**src/rtl/bcd_display_scan.sv**
```systemverilog
// Multiplexed BCD 7-segment scanner: one digit slot per SCAN_DIV clocks, dark lead-in per slot.
// Define BCD_DISPLAY_BLANK_LZ_EN to blank leading zeros (slot 0 always shown).
`timescale 1ns/1ps

package bcd_display_scan_pkg;
  typedef logic [3:0] BCDnumber_t;
  typedef enum logic {BLANK, DRIVE} state_t;
endpackage

module bcd_display_scan
  import bcd_display_scan_pkg::*;
#(
  parameter int DEC       = 4,
  parameter int SCAN_DIV  = 50000,
  parameter int BLANK_CYC = 2
) (
  input  logic                   clk,
  input  logic                   rst,
  input  BCDnumber_t [DEC-1:0]   digit,
  output logic       [DEC-1:0]   an,
  output logic       [6:0]       seg,
  output logic                   frame
);

  localparam int PW = (SCAN_DIV > 1) ? $clog2(SCAN_DIV) : 1;
  localparam int IW = (DEC > 1) ? $clog2(DEC) : 1;

  // presc/idx name the position the next edge will present, so the first
  // edge after reset presents slot 0, cycle 0 (frame start).
  logic       [PW-1:0] presc;
  logic       [IW-1:0] idx;
  state_t              state;
  BCDnumber_t [DEC-1:0] shadow;

  logic slot_wrap;
  logic frame_start;
  logic lz_blank;

  function automatic logic [6:0] decode(input BCDnumber_t v);
    case (v)
      4'd0:    decode = 7'h40;
      4'd1:    decode = 7'h79;
      4'd2:    decode = 7'h24;
      4'd3:    decode = 7'h30;
      4'd4:    decode = 7'h19;
      4'd5:    decode = 7'h12;
      4'd6:    decode = 7'h02;
      4'd7:    decode = 7'h78;
      4'd8:    decode = 7'h00;
      4'd9:    decode = 7'h10;
      default: decode = 7'h3F;
    endcase
  endfunction

  assign slot_wrap   = (presc == PW'(SCAN_DIV - 1));
  assign frame_start = (presc == '0) && (idx == '0);

  always_comb begin
    // NOTE: every always_comb output gets a default first so no path can infer a latch.
    lz_blank = 1'b0;
`ifdef BCD_DISPLAY_BLANK_LZ_EN
    if (idx != '0) begin
      lz_blank = 1'b1;
      for (int i = 0; i < DEC; i++) begin
        if ((i >= int'(idx)) && (shadow[i] != '0)) lz_blank = 1'b0;
      end
    end
`endif
  end

  always_ff @(posedge clk or negedge rst) begin
    if (!rst) begin
      presc  <= '0;
      idx    <= '0;
      state  <= BLANK;
      // NOTE: the shadow bank is reset too, so blanking logic never sees X before the first capture.
      shadow <= '0;
      an     <= '1;
      seg    <= 7'h7F;
      frame  <= 1'b0;
    end else begin
      // NOTE: sequential state uses non-blocking assignments so every register sees pre-edge values.
      frame <= frame_start;
      if (frame_start) shadow <= digit;

      if (presc < PW'(BLANK_CYC)) begin
        state <= BLANK;
        an    <= '1;
        seg   <= 7'h7F;
      end else begin
        state <= DRIVE;
        if (lz_blank) begin
          an  <= '1;
          seg <= 7'h7F;
        end else begin
          an  <= ~(DEC'(1) << idx);
          seg <= decode(shadow[idx]);
        end
      end

      if (slot_wrap) begin
        presc <= '0;
        idx   <= (idx == IW'(DEC - 1)) ? '0 : idx + IW'(1);
      end else begin
        presc <= presc + PW'(1);
      end
    end
  end

  a_an_onehot0 : assert property (@(posedge clk) disable iff (!rst) $onehot0(~an));
  a_blank_dark : assert property (@(posedge clk) disable iff (!rst) (state == BLANK) |-> (an == '1));

endmodule

```
**config.mk**
```make
export PLATFORM = sky130hd
export DESIGN_NAME = bcd_display_scan
export DESIGN_NICKNAME = d
export VERILOG_FILES = /design/src/rtl/bcd_display_scan.sv
export SDC_FILE = /design/constraint.sdc
export NUM_CORES = 1
export LEC_CHECK = 0
export ABC_AREA = 1
export BUFFER_PORTS_ARGS = -buffer_cell sky130_fd_sc_hd__buf_2
export CAP_MARGIN = 20
export CORE_ASPECT_RATIO = 1.25
export CORE_MARGIN = 2
export CORE_UTILIZATION = 35
export CTS_BUF_LIST = sky130_fd_sc_hd__clkbuf_8
export DETAILED_ROUTE_END_ITERATION = 8
export GPL_ROUTABILITY_DRIVEN = 0
export SLEW_MARGIN = 25
export SYNTH_ARGS = -nofsm -noshare
export SYNTH_HDL_FRONTEND = slang
export SYNTH_SLANG_ARGS = --single-unit
```
**constraint.sdc**
```tcl
create_clock -name clk -period 3.9 [get_ports clk]
set_clock_uncertainty 0.15 [all_clocks]
set_input_delay 0.585 -clock clk [delete_from_list [all_inputs] [get_ports clk]]
set_output_delay 0.585 -clock clk [all_outputs]
set_load 0.01 [all_outputs]
```
==> results_dict.tcl, run 1 <==
set metrics [dict create \
    outcome "finished clean" \
    floorplan.core_area_mm2 0.00661 \
    cts_buffers 5 \
    clock_sink_count 46 \
    via_count_of_the_first_global_routing_pass 1921 \
    fin_worst_hold_slack_ns 0.111 \
    post_cts_resize_count 0 \
    die-area_mm2 0.00759 \
    final.setup.tns_ns 0 \
    timing.fmax_mhz 529 \
    syn2layout_area_growth_pct 13.6 \
    critical_path_class "flip-flop to flip-flop" \
    clock_latency_ns 0.30 \
    worst_setup_path_endpoint "seg[5]$_DFF_PN1_" \
    min_period_over_period 0.485 \
    netlist.area_leader.share 0.362 \
    timing.critical_path.depth 10 \
    post_synth_main_area_contributors "sky130_fd_sc_hd__dfrtp_1 (36%), sky130_fd_sc_hd__nand2_1 (18%), sky130_fd_sc_hd__dfstp_2 (12%), sky130_fd_sc_hd__nand3_1 (6.6%), sky130_fd_sc_hd__ha_1 (5.7%)" \
    power_density_mw_per_mm2 315 \
    die_w_um 78.3 \
    p_leak_nw 1.45 \
    cp-end-kind "flip-flop" \
    netlist_area_mm2 0.00242 \
    die_h_um 96.9 \
    route.vias.total 1978 \
    crit_required_ns 3.97 \
    critical_path.reg2reg.endpoint "seg[5]$_DFF_PN1_" \
    timing_worst_slew_pin_value_ns 0.579 \
    largest_net_degree_at_the_start_of_global_routing 47 \
    grt.overflow.total 0 \
    initial_utilization 0.366 \
    number_of_diodes_added_for_antenna_fixing 0 \
    synthDominantAreaCellType "sky130_fd_sc_hd__dfrtp_1" \
    drt-wirelength-per-cell_um 11.2 \
    synth_seq_area_share 0.482 \
    gr-max-usage-layer "met2" \
    category_of_cells_accounting_for_the_largest_share_of_critical_path_delay "flip-flops" \
    share_clk_of_total_power 0.355 \
    max-vdd-ir-drop_mv 0.164 \
    ys_seq_elements 46 \
    grt_pass1_wl_um 8710 \
    p_seq_frac 0.581 \
    finalHoldViolCount 0 \
    seq_area_mm2 0.00116 \
    post-dp-hpwl_um 3570 \
    ratio_of_cells_with_drive_above_1_in_the_final_layout 0.180 \
    worst_path_max_delay_cell "sky130_fd_sc_hd__dfrtp_1" \
    worstHoldPathType "input port to asynchronous set/reset pin" \
    cp-startpoint "idx[0]$_DFFE_PN0N_" \
    clockBufferDepth 2 \
    routing_usage_on_met2 0.226 \
    synth.avg_cell_area_um2 7.80 \
    grt_usage 0.141 \
    maxCapViolations 0 \
    yosys_warnings 0 \
    grt_util_met1 0.188 \
    worst_slew_margin_rel 0.614 \
    antenna_found_initial 0 \
    grt.met3_usage 0.0299 \
    fp-row-count 33 \
    combPwrFrac 0.065 \
    startpoint_type "flip-flop" \
    drc_errors 0 \
    cts_tree "yes" \
    intPower_w 0.000660 \
    netSwitchingFraction 0.236 \
    finalCriticalPeriod_ns 1.89 \
    cts_setup_buffers 0 \
    finalMaxSlewViolations 0 \
    drt_pass1_iterations 5 \
    finish.utilization 0.416 \
    synth_fp_nets 339 \
    io_pins 30 \
    critical_path.cell_chain "inv_4 -> nand2_1 -> nand3_1 -> nand2_1 -> inv_1 -> ha_1 -> inv_1 -> nand3_1 -> nand3_1 -> nand3_1" \
    origin_of_the_critical_flop_to_flop_path "idx[0]$_DFFE_PN0N_" \
    fillers 690 \
    r2r.worst_path.cells 10 \
    switching_power_w 0.000204 \
    final_nets 372 \
    drt.antenna.violating_nets 0 \
    cts.reportedPaths.clkPinSlew_ns 0.09 \
    synth.lib_cells_used.distinct 24 \
    drt_iter0_markers 111 \
    grt_setup_unrepaired "false" \
    cts-root-buf "sky130_fd_sc_hd__clkbuf_8" \
    multi_input_area_mm2 0.00108 \
    post_synth_inst_count 310 \
    critical-path-top-cell-by-count "sky130_fd_sc_hd__nand3_1" \
    timing.critical_path.arrival_ns 1.96 \
    i_o_buffers 29 \
    crit_buf_inv 3 \
    htreeDepth 2 \
    crit_path_max_cell_delay_ns 0.61 \
    timing.critical_path.fanout_max 12 \
    setup_viol 0 \
    post_cts_hold_buffer_count 0 \
    detail_route.vias_per_cell 4.59 \
    detailed_route_wl_um 4850 \
    ff2ff_setup_slack_ns 2.01 \
]
[layout make-up]
| type | count | area share |
|---|---|---|
| clock buffer | 6 | 0.0301 |
| clock inverter | 2 | 0.00456 |
| inverter | 37 | 0.0524 |
| multi-input combinational | 224 | 0.395 |
| sequential | 46 | 0.424 |
| tap | 87 | 0.0397 |
| timing repair buffer | 29 | 0.0538 |
[cell usage after synthesis]
| cell | count |
|---|---|
| sky130_fd_sc_hd__nand2_1 | 115 |
| sky130_fd_sc_hd__nor2_1 | 36 |
| sky130_fd_sc_hd__dfrtp_1 | 35 |
| sky130_fd_sc_hd__inv_1 | 33 |
| sky130_fd_sc_hd__nand3_1 | 32 |
| sky130_fd_sc_hd__dfstp_2 | 11 |
| sky130_fd_sc_hd__ha_1 | 11 |
| sky130_fd_sc_hd__nand2_2 | 4 |
| sky130_fd_sc_hd__nand4_1 | 4 |
| sky130_fd_sc_hd__xor2_1 | 4 |
| sky130_fd_sc_hd__a21oi_1 | 3 |
| sky130_fd_sc_hd__nor2_4 | 3 |
| sky130_fd_sc_hd__o21ai_0 | 3 |
| sky130_fd_sc_hd__and2_1 | 2 |
| sky130_fd_sc_hd__inv_2 | 2 |
| sky130_fd_sc_hd__inv_4 | 2 |
| sky130_fd_sc_hd__nor3_1 | 2 |
| sky130_fd_sc_hd__o21bai_1 | 2 |
| sky130_fd_sc_hd__buf_2 | 1 |
| sky130_fd_sc_hd__buf_4 | 1 |
| sky130_fd_sc_hd__buf_6 | 1 |
| sky130_fd_sc_hd__nand3_4 | 1 |
| sky130_fd_sc_hd__nor2_2 | 1 |
| sky130_fd_sc_hd__nor3_2 | 1 |
[state kept, by name, summed over array words and instances (netlist names)]
signal	cells
frame	1
seg	7
idx	2
an	4
presc	16
shadow	16
[placed cells by master (no fill, tap or decap), types with 2 or more instances in the layout]
cell	Yosys	layout
sky130_fd_sc_hd__and2_1	2	2
sky130_fd_sc_hd__nor2_4	3	3
sky130_fd_sc_hd__dfstp_2	11	11
sky130_fd_sc_hd__nor2_1	36	36
sky130_fd_sc_hd__nor3_1	2	2
sky130_fd_sc_hd__a21oi_1	3	3
sky130_fd_sc_hd__buf_2	1	28
sky130_fd_sc_hd__clkbuf_8	0	6
sky130_fd_sc_hd__o21ai_0	3	3
sky130_fd_sc_hd__nand3_1	32	32
sky130_fd_sc_hd__o21bai_1	2	2
sky130_fd_sc_hd__xor2_1	4	4
sky130_fd_sc_hd__nand2_2	4	4
sky130_fd_sc_hd__nand2_1	115	115
sky130_fd_sc_hd__inv_2	2	2
sky130_fd_sc_hd__ha_1	11	11
sky130_fd_sc_hd__dfrtp_1	35	35
sky130_fd_sc_hd__inv_4	2	2
sky130_fd_sc_hd__nand4_1	4	4
sky130_fd_sc_hd__inv_1	33	33
[cells by family (layout without fill, tap and decap cells)]
kind of cell	Yosys count	after routing	synth area share
XOR/XNOR	4	4	0.0145
AO/OA/AOI/OAI	8	8	0.0186
adder cells (fa/ha/maj)	11	11	0.0569
AND/OR/NAND/NOR	201	201	0.359
buffers and inverters	40	74	0.0694
flip-flops	46	46	0.482
[worst min path at each step]
stage | cells past startpoint | start | slack [ns] | endpoint
6_report | 1 | rst | 0.11 | presc[5]$_DFF_PN0_
2_1_floorplan | 0 | rst | 0.14 | frame$_DFF_PN0_
3_3_place_gp | 2 | shadow[13]$_DFFE_PN0P_ | 0.32 | shadow[13]$_DFFE_PN0P_
4_1_cts | 3 | digit[12] | 0.30 | shadow[12]$_DFFE_PN0P_
5_1_grt | 1 | rst | 0.16 | presc[14]$_DFF_PN0_
3_5_place_dp | 2 | shadow[9]$_DFFE_PN0P_ | 0.32 | shadow[9]$_DFFE_PN0P_
[power groups by stage]
stage | logic [W] | registers, W | clock network (W)
4_1_cts | 0.0000574 | 0.000502 | 0.000326
6_report | 0.0000558 | 0.000502 | 0.000307
3_5_place_dp | 0.0000573 | 0.000511 | 0
3_3_place_gp | 0.0000569 | 0.000511 | 0
5_1_grt | 0.0000655 | 0.000504 | 0.000346
2_1_floorplan | 0.0000249 | 0.000513 | 0
[routing by layer]
layer  up-vias  share of wire
met3         4          0.040
met2        46           0.46
met5         -              0
li1       1016              -
met4         0          0.010
met1       912           0.49
[stage by stage]
step	instance area [um^2]	instances	worst slack, ns	power (W)
2_1_floorplan	2420	310	2.30	0.000538
3_3_place_gp	2650	423	2.15	0.000568
3_5_place_dp	2650	423	2.03	0.000569
4_1_cts	2740	431	2.02	0.000886
5_1_grt	2750	431	1.84	0.000916
6_report	2750	431	2.01	0.000865
Note: power is estimated with default switching activity, not from simulation.
==> run 2, diff against run 1 <==
--- a/config.mk
+++ b/config.mk
@@ -5,7 +5,7 @@
 export SDC_FILE = /design/constraint.sdc
 export NUM_CORES = 1
 export LEC_CHECK = 0
-export ABC_AREA = 1
+export ABC_AREA = 0
 export BUFFER_PORTS_ARGS = -buffer_cell sky130_fd_sc_hd__buf_2
 export CAP_MARGIN = 20
 export CORE_ASPECT_RATIO = 1.25
==> constraint.sdc (replaced) <==
create_clock -name clk -period 1.7 [get_ports clk]
set_clock_uncertainty 0.15 [all_clocks]
set_input_delay 0.255 -clock clk [delete_from_list [all_inputs] [get_ports clk]]
set_output_delay 0.255 -clock clk [all_outputs]
set_load 0.01 [all_outputs]
==> run 2 against run 1 <==
The flow now finishes with violations (negative setup slack). Wire length decreased by 5.6%. Critical path depth decreased by 5. First-iteration DRC count decreased by 67%. Power increased by 130%. Final area increased by 13%. Setup slack got worse by 2.3 ns. Fmax decreased by 3.1%. Die area decreased by 9.0%. Synthesized area decreased by 9.4%. Critical endpoint is now shadow[1]$_DFFE_PN0P_. Highest routed layer unchanged.
==> results_dict.tcl, run 2 <==
set metrics [dict create \
    crit_buf_inv 1 \
    synth_fp_nets 207 \
    fillers 550 \
    startpoint_type "flip-flop" \
    die_w_um 74.7 \
    outcome "finished with violations" \
    setup_viol 23 \
    drc_errors 0 \
    layoutNonFillerInstCount 344 \
    seq_area_mm2 0.00117 \
    crit_required_ns 1.75 \
    i_o_buffers 29 \
    antenna_found_initial 0 \
    clock_sink_count 46 \
    violations "negative setup slack" \
    cts_tree "yes" \
    drt.antenna.violating_nets 0 \
    critical_path_class "flip-flop to flip-flop" \
    drt_iter0_markers 37 \
    die-area_mm2 0.00691 \
    category_of_cells_accounting_for_the_largest_share_of_critical_path_delay "simple AND/OR/NAND/NOR gates" \
    yosys_warnings 0 \
    synthAdderAreaFrac 0.0629 \
    route.vias.total 1572 \
    critical_path.cell_chain "nor3_1 -> nand4_1 -> nor2_4 -> clkbuf_16 -> mux2_4" \
    die_h_um 92.4 \
    via_count_of_the_first_global_routing_pass 1538 \
    largest_net_degree_at_the_start_of_global_routing 28 \
    min_period_over_period 1.15 \
    p_leak_nw 1.43 \
    floorplan.core_area_mm2 0.00613 \
    biggestRegsByFlops "presc x16, shadow x16, seg x7" \
    timing.critical_path.arrival_ns 2.00 \
    grt.overflow.total 0 \
    ys_dominant_reg_cell "sky130_fd_sc_hd__dfrtp_1" \
    grt_usage 0.139 \
    post_synth_main_area_contributors "sky130_fd_sc_hd__dfrtp_1 (40%), sky130_fd_sc_hd__dfstp_2 (13%), sky130_fd_sc_hd__mux2_2 (9.3%), sky130_fd_sc_hd__ha_1 (6.3%), sky130_fd_sc_hd__xor2_1 (3.6%)" \
    finish.utilization 0.507 \
    cts-root-buf "sky130_fd_sc_hd__clkbuf_8" \
    synthDominantAreaCellType "sky130_fd_sc_hd__dfrtp_1" \
    syn2layout_area_growth_pct 41.8 \
    drt-wirelength-per-cell_um 13.3 \
    post_synth_inst_count 178 \
    synth.lib_cells_used.distinct 37 \
    worstHoldPathType "input port to flip-flop" \
    simple_gate_area_share_of_the_yosys_netlist 0.138 \
    finalCriticalPeriod_ns 1.95 \
    synthTopCellsByCount "sky130_fd_sc_hd__dfrtp_1 (35), sky130_fd_sc_hd__mux2_2 (18), sky130_fd_sc_hd__nor2_1 (12)" \
    synth_mux_area_frac 0.137 \
    maxCapViolations 0 \
    ratio_of_cells_with_drive_above_1_in_the_final_layout 0.564 \
    htreeDepth 2 \
    grt_setup_unrepaired "true" \
    timing.fmax_mhz 513 \
    cts.reportedPaths.clkPinSlew_ns 0.09 \
    post-dp-hpwl_um 3100 \
    worst_path_max_delay_cell "sky130_fd_sc_hd__dfrtp_1" \
    initial_utilization 0.357 \
    post_synth_xor_area_fraction 0.0480 \
    clockBufferDepth 2 \
    detail_route.vias_per_cell 4.57 \
    cp-end-kind "flip-flop" \
    fp-row-count 32 \
    synth_seq_area_share 0.532 \
    number_of_diodes_added_for_antenna_fixing 0 \
    max-vdd-ir-drop_mv 0.373 \
    finalHoldViolCount 0 \
    multi_input_area_mm2 0.00110 \
    async_reset_ff_frac 1.00 \
    timing.critical_path.fanout_max 8 \
    ys_seq_elements 46 \
    finalWorstSetupSlack_ns -0.250 \
    finalMaxSlewViolations 0 \
    final.setup.tns_ns -4.68 \
    synth_top_family_by_area "simple AND/OR/NAND/NOR gates" \
    crit_path_max_cell_delay_ns 0.38 \
    yosys.cell_count.top_type "sky130_fd_sc_hd__dfrtp_1" \
    worst_slew_margin_rel 0.690 \
    synth_enable_flop_cells 0 \
    final_nets 287 \
    drt_pass1_iterations 4 \
    clock_latency_ns 0.30 \
    synth-compound-area-share 0.0451 \
    timing_worst_slew_pin_value_ns 0.465 \
    ff2ff_setup_slack_ns -0.25 \
    mostFrequentLayoutCell "sky130_fd_sc_hd__buf_4" \
    detailed_route_wl_um 4580 \
    power_density_mw_per_mm2 644 \
    netlist.area_leader.share 0.400 \
    placed_cells 327 \
    io_pins 30 \
    cts_buffers 5 \
    grt_pass1_wl_um 7290 \
    netlist_area_mm2 0.00219 \
    synth.avg_cell_area_um2 12.3 \
    final_cell_mix "sky130_fd_sc_hd__buf_4 (41), sky130_fd_sc_hd__dfrtp_1 (34), sky130_fd_sc_hd__buf_2 (29)" \
]
## run 2: cell types whose count changed in the layout (fill, tap and decap cells not counted), moves of 4 or more
cell and delta:
sky130_fd_sc_hd__mux4_2 +4, sky130_fd_sc_hd__ha_1 -5, sky130_fd_sc_hd__nor2_1 -24, sky130_fd_sc_hd__mux2_4 +16, sky130_fd_sc_hd__o21ai_1 +6, sky130_fd_sc_hd__nand3_1 -28, sky130_fd_sc_hd__inv_1 -25, sky130_fd_sc_hd__nand2_1 -107
sky130_fd_sc_hd__xor2_1 +5, sky130_fd_sc_hd__a21oi_2 +4, sky130_fd_sc_hd__buf_4 +40
## run 2: worst paths after layout
kind,depth (start not counted),to,start
min in group asynchronous,2,presc[15]$_DFF_PN0_,rst
max reg2reg,5,shadow[1]$_DFFE_PN0P_,presc[9]$_DFF_PN0_
min reg2reg,1,shadow[3]$_DFFE_PN0P_,shadow[3]$_DFFE_PN0P_
max in group asynchronous,3,idx[0]$_DFFE_PN0N_,rst
min,2,shadow[4]$_DFFE_PN0P_,digit[4]
max,5,shadow[1]$_DFFE_PN0P_,presc[9]$_DFF_PN0_
## run 2: stage by stage
step           hold WS [ns]  total power (W)  cell area [um^2]  worst slack [ns]
2_1_floorplan        -0.191          0.00125              2240            -0.183
3_3_place_gp         0.0845          0.00133              2770            -0.223
3_5_place_dp         0.0857          0.00134              2770            -0.258
4_1_cts              0.0184          0.00201              2930            -0.196
5_1_grt              0.0188          0.00207              3110            -0.331
6_report             0.0233          0.00200              3110            -0.250
## run 2: layout make-up
cell class                      count  share of cell area
Sequential cell                    46               0.376
Multi-Input combinational cell    117               0.355
Timing Repair Buffer               79               0.195
Tap cell                           85              0.0342
Clock buffer                        5              0.0222
Inverter                            9              0.0117
Clock inverter                      3             0.00564
## run 2: routing by layer
layer  vias up  GRT usage  routed length [um]
met4         0     0.0565                 114
met5         -          0                   0
met3         9     0.0392                 166
li1        772          -                   -
met1       755      0.182                2000
met2        36      0.216                2300
## run 2: logic make-up after synthesis
logic type               Yosys count
adder cells (fa/ha/maj)           11
AND/OR/NAND/NOR                   54
flip-flops                        46
multiplexers                      22
buffers and inverters             15
AO/OA/AOI/OAI                     18
XOR/XNOR                          12
## run 2: worst register-to-register path: stages, from the launching register on
cell,delay (ns)
sky130_fd_sc_hd__dfrtp_1,0.38
sky130_fd_sc_hd__nor3_1,0.30
sky130_fd_sc_hd__nand4_1,0.24
sky130_fd_sc_hd__nor2_4,0.27
sky130_fd_sc_hd__clkbuf_16,0.21
sky130_fd_sc_hd__mux2_4,0.30
## run 2: power by group
part / internal [W] / total, W / leakage (nW) / switching [W]
logic: 0.000101 / 0.000186 / 0.830 / 0.0000842
clock network: 0.000285 / 0.000662 / 0.0493 / 0.000377
registers: 0.00114 / 0.00115 / 0.551 / 0.0000148
total: 0.00152 / 0.00200 / 1.43 / 0.000476
## run 2: timing repair
item                                    in CTS  in global routing
hold endpoints to repair                     8                  0
gates cloned                                 0                  2
gates resized for setup                     16                 21
pin swaps                                    5                  7
endpoints found under the setup margin      27                 32
hold buffers                                 1                  0
buffers inserted                             1                  5
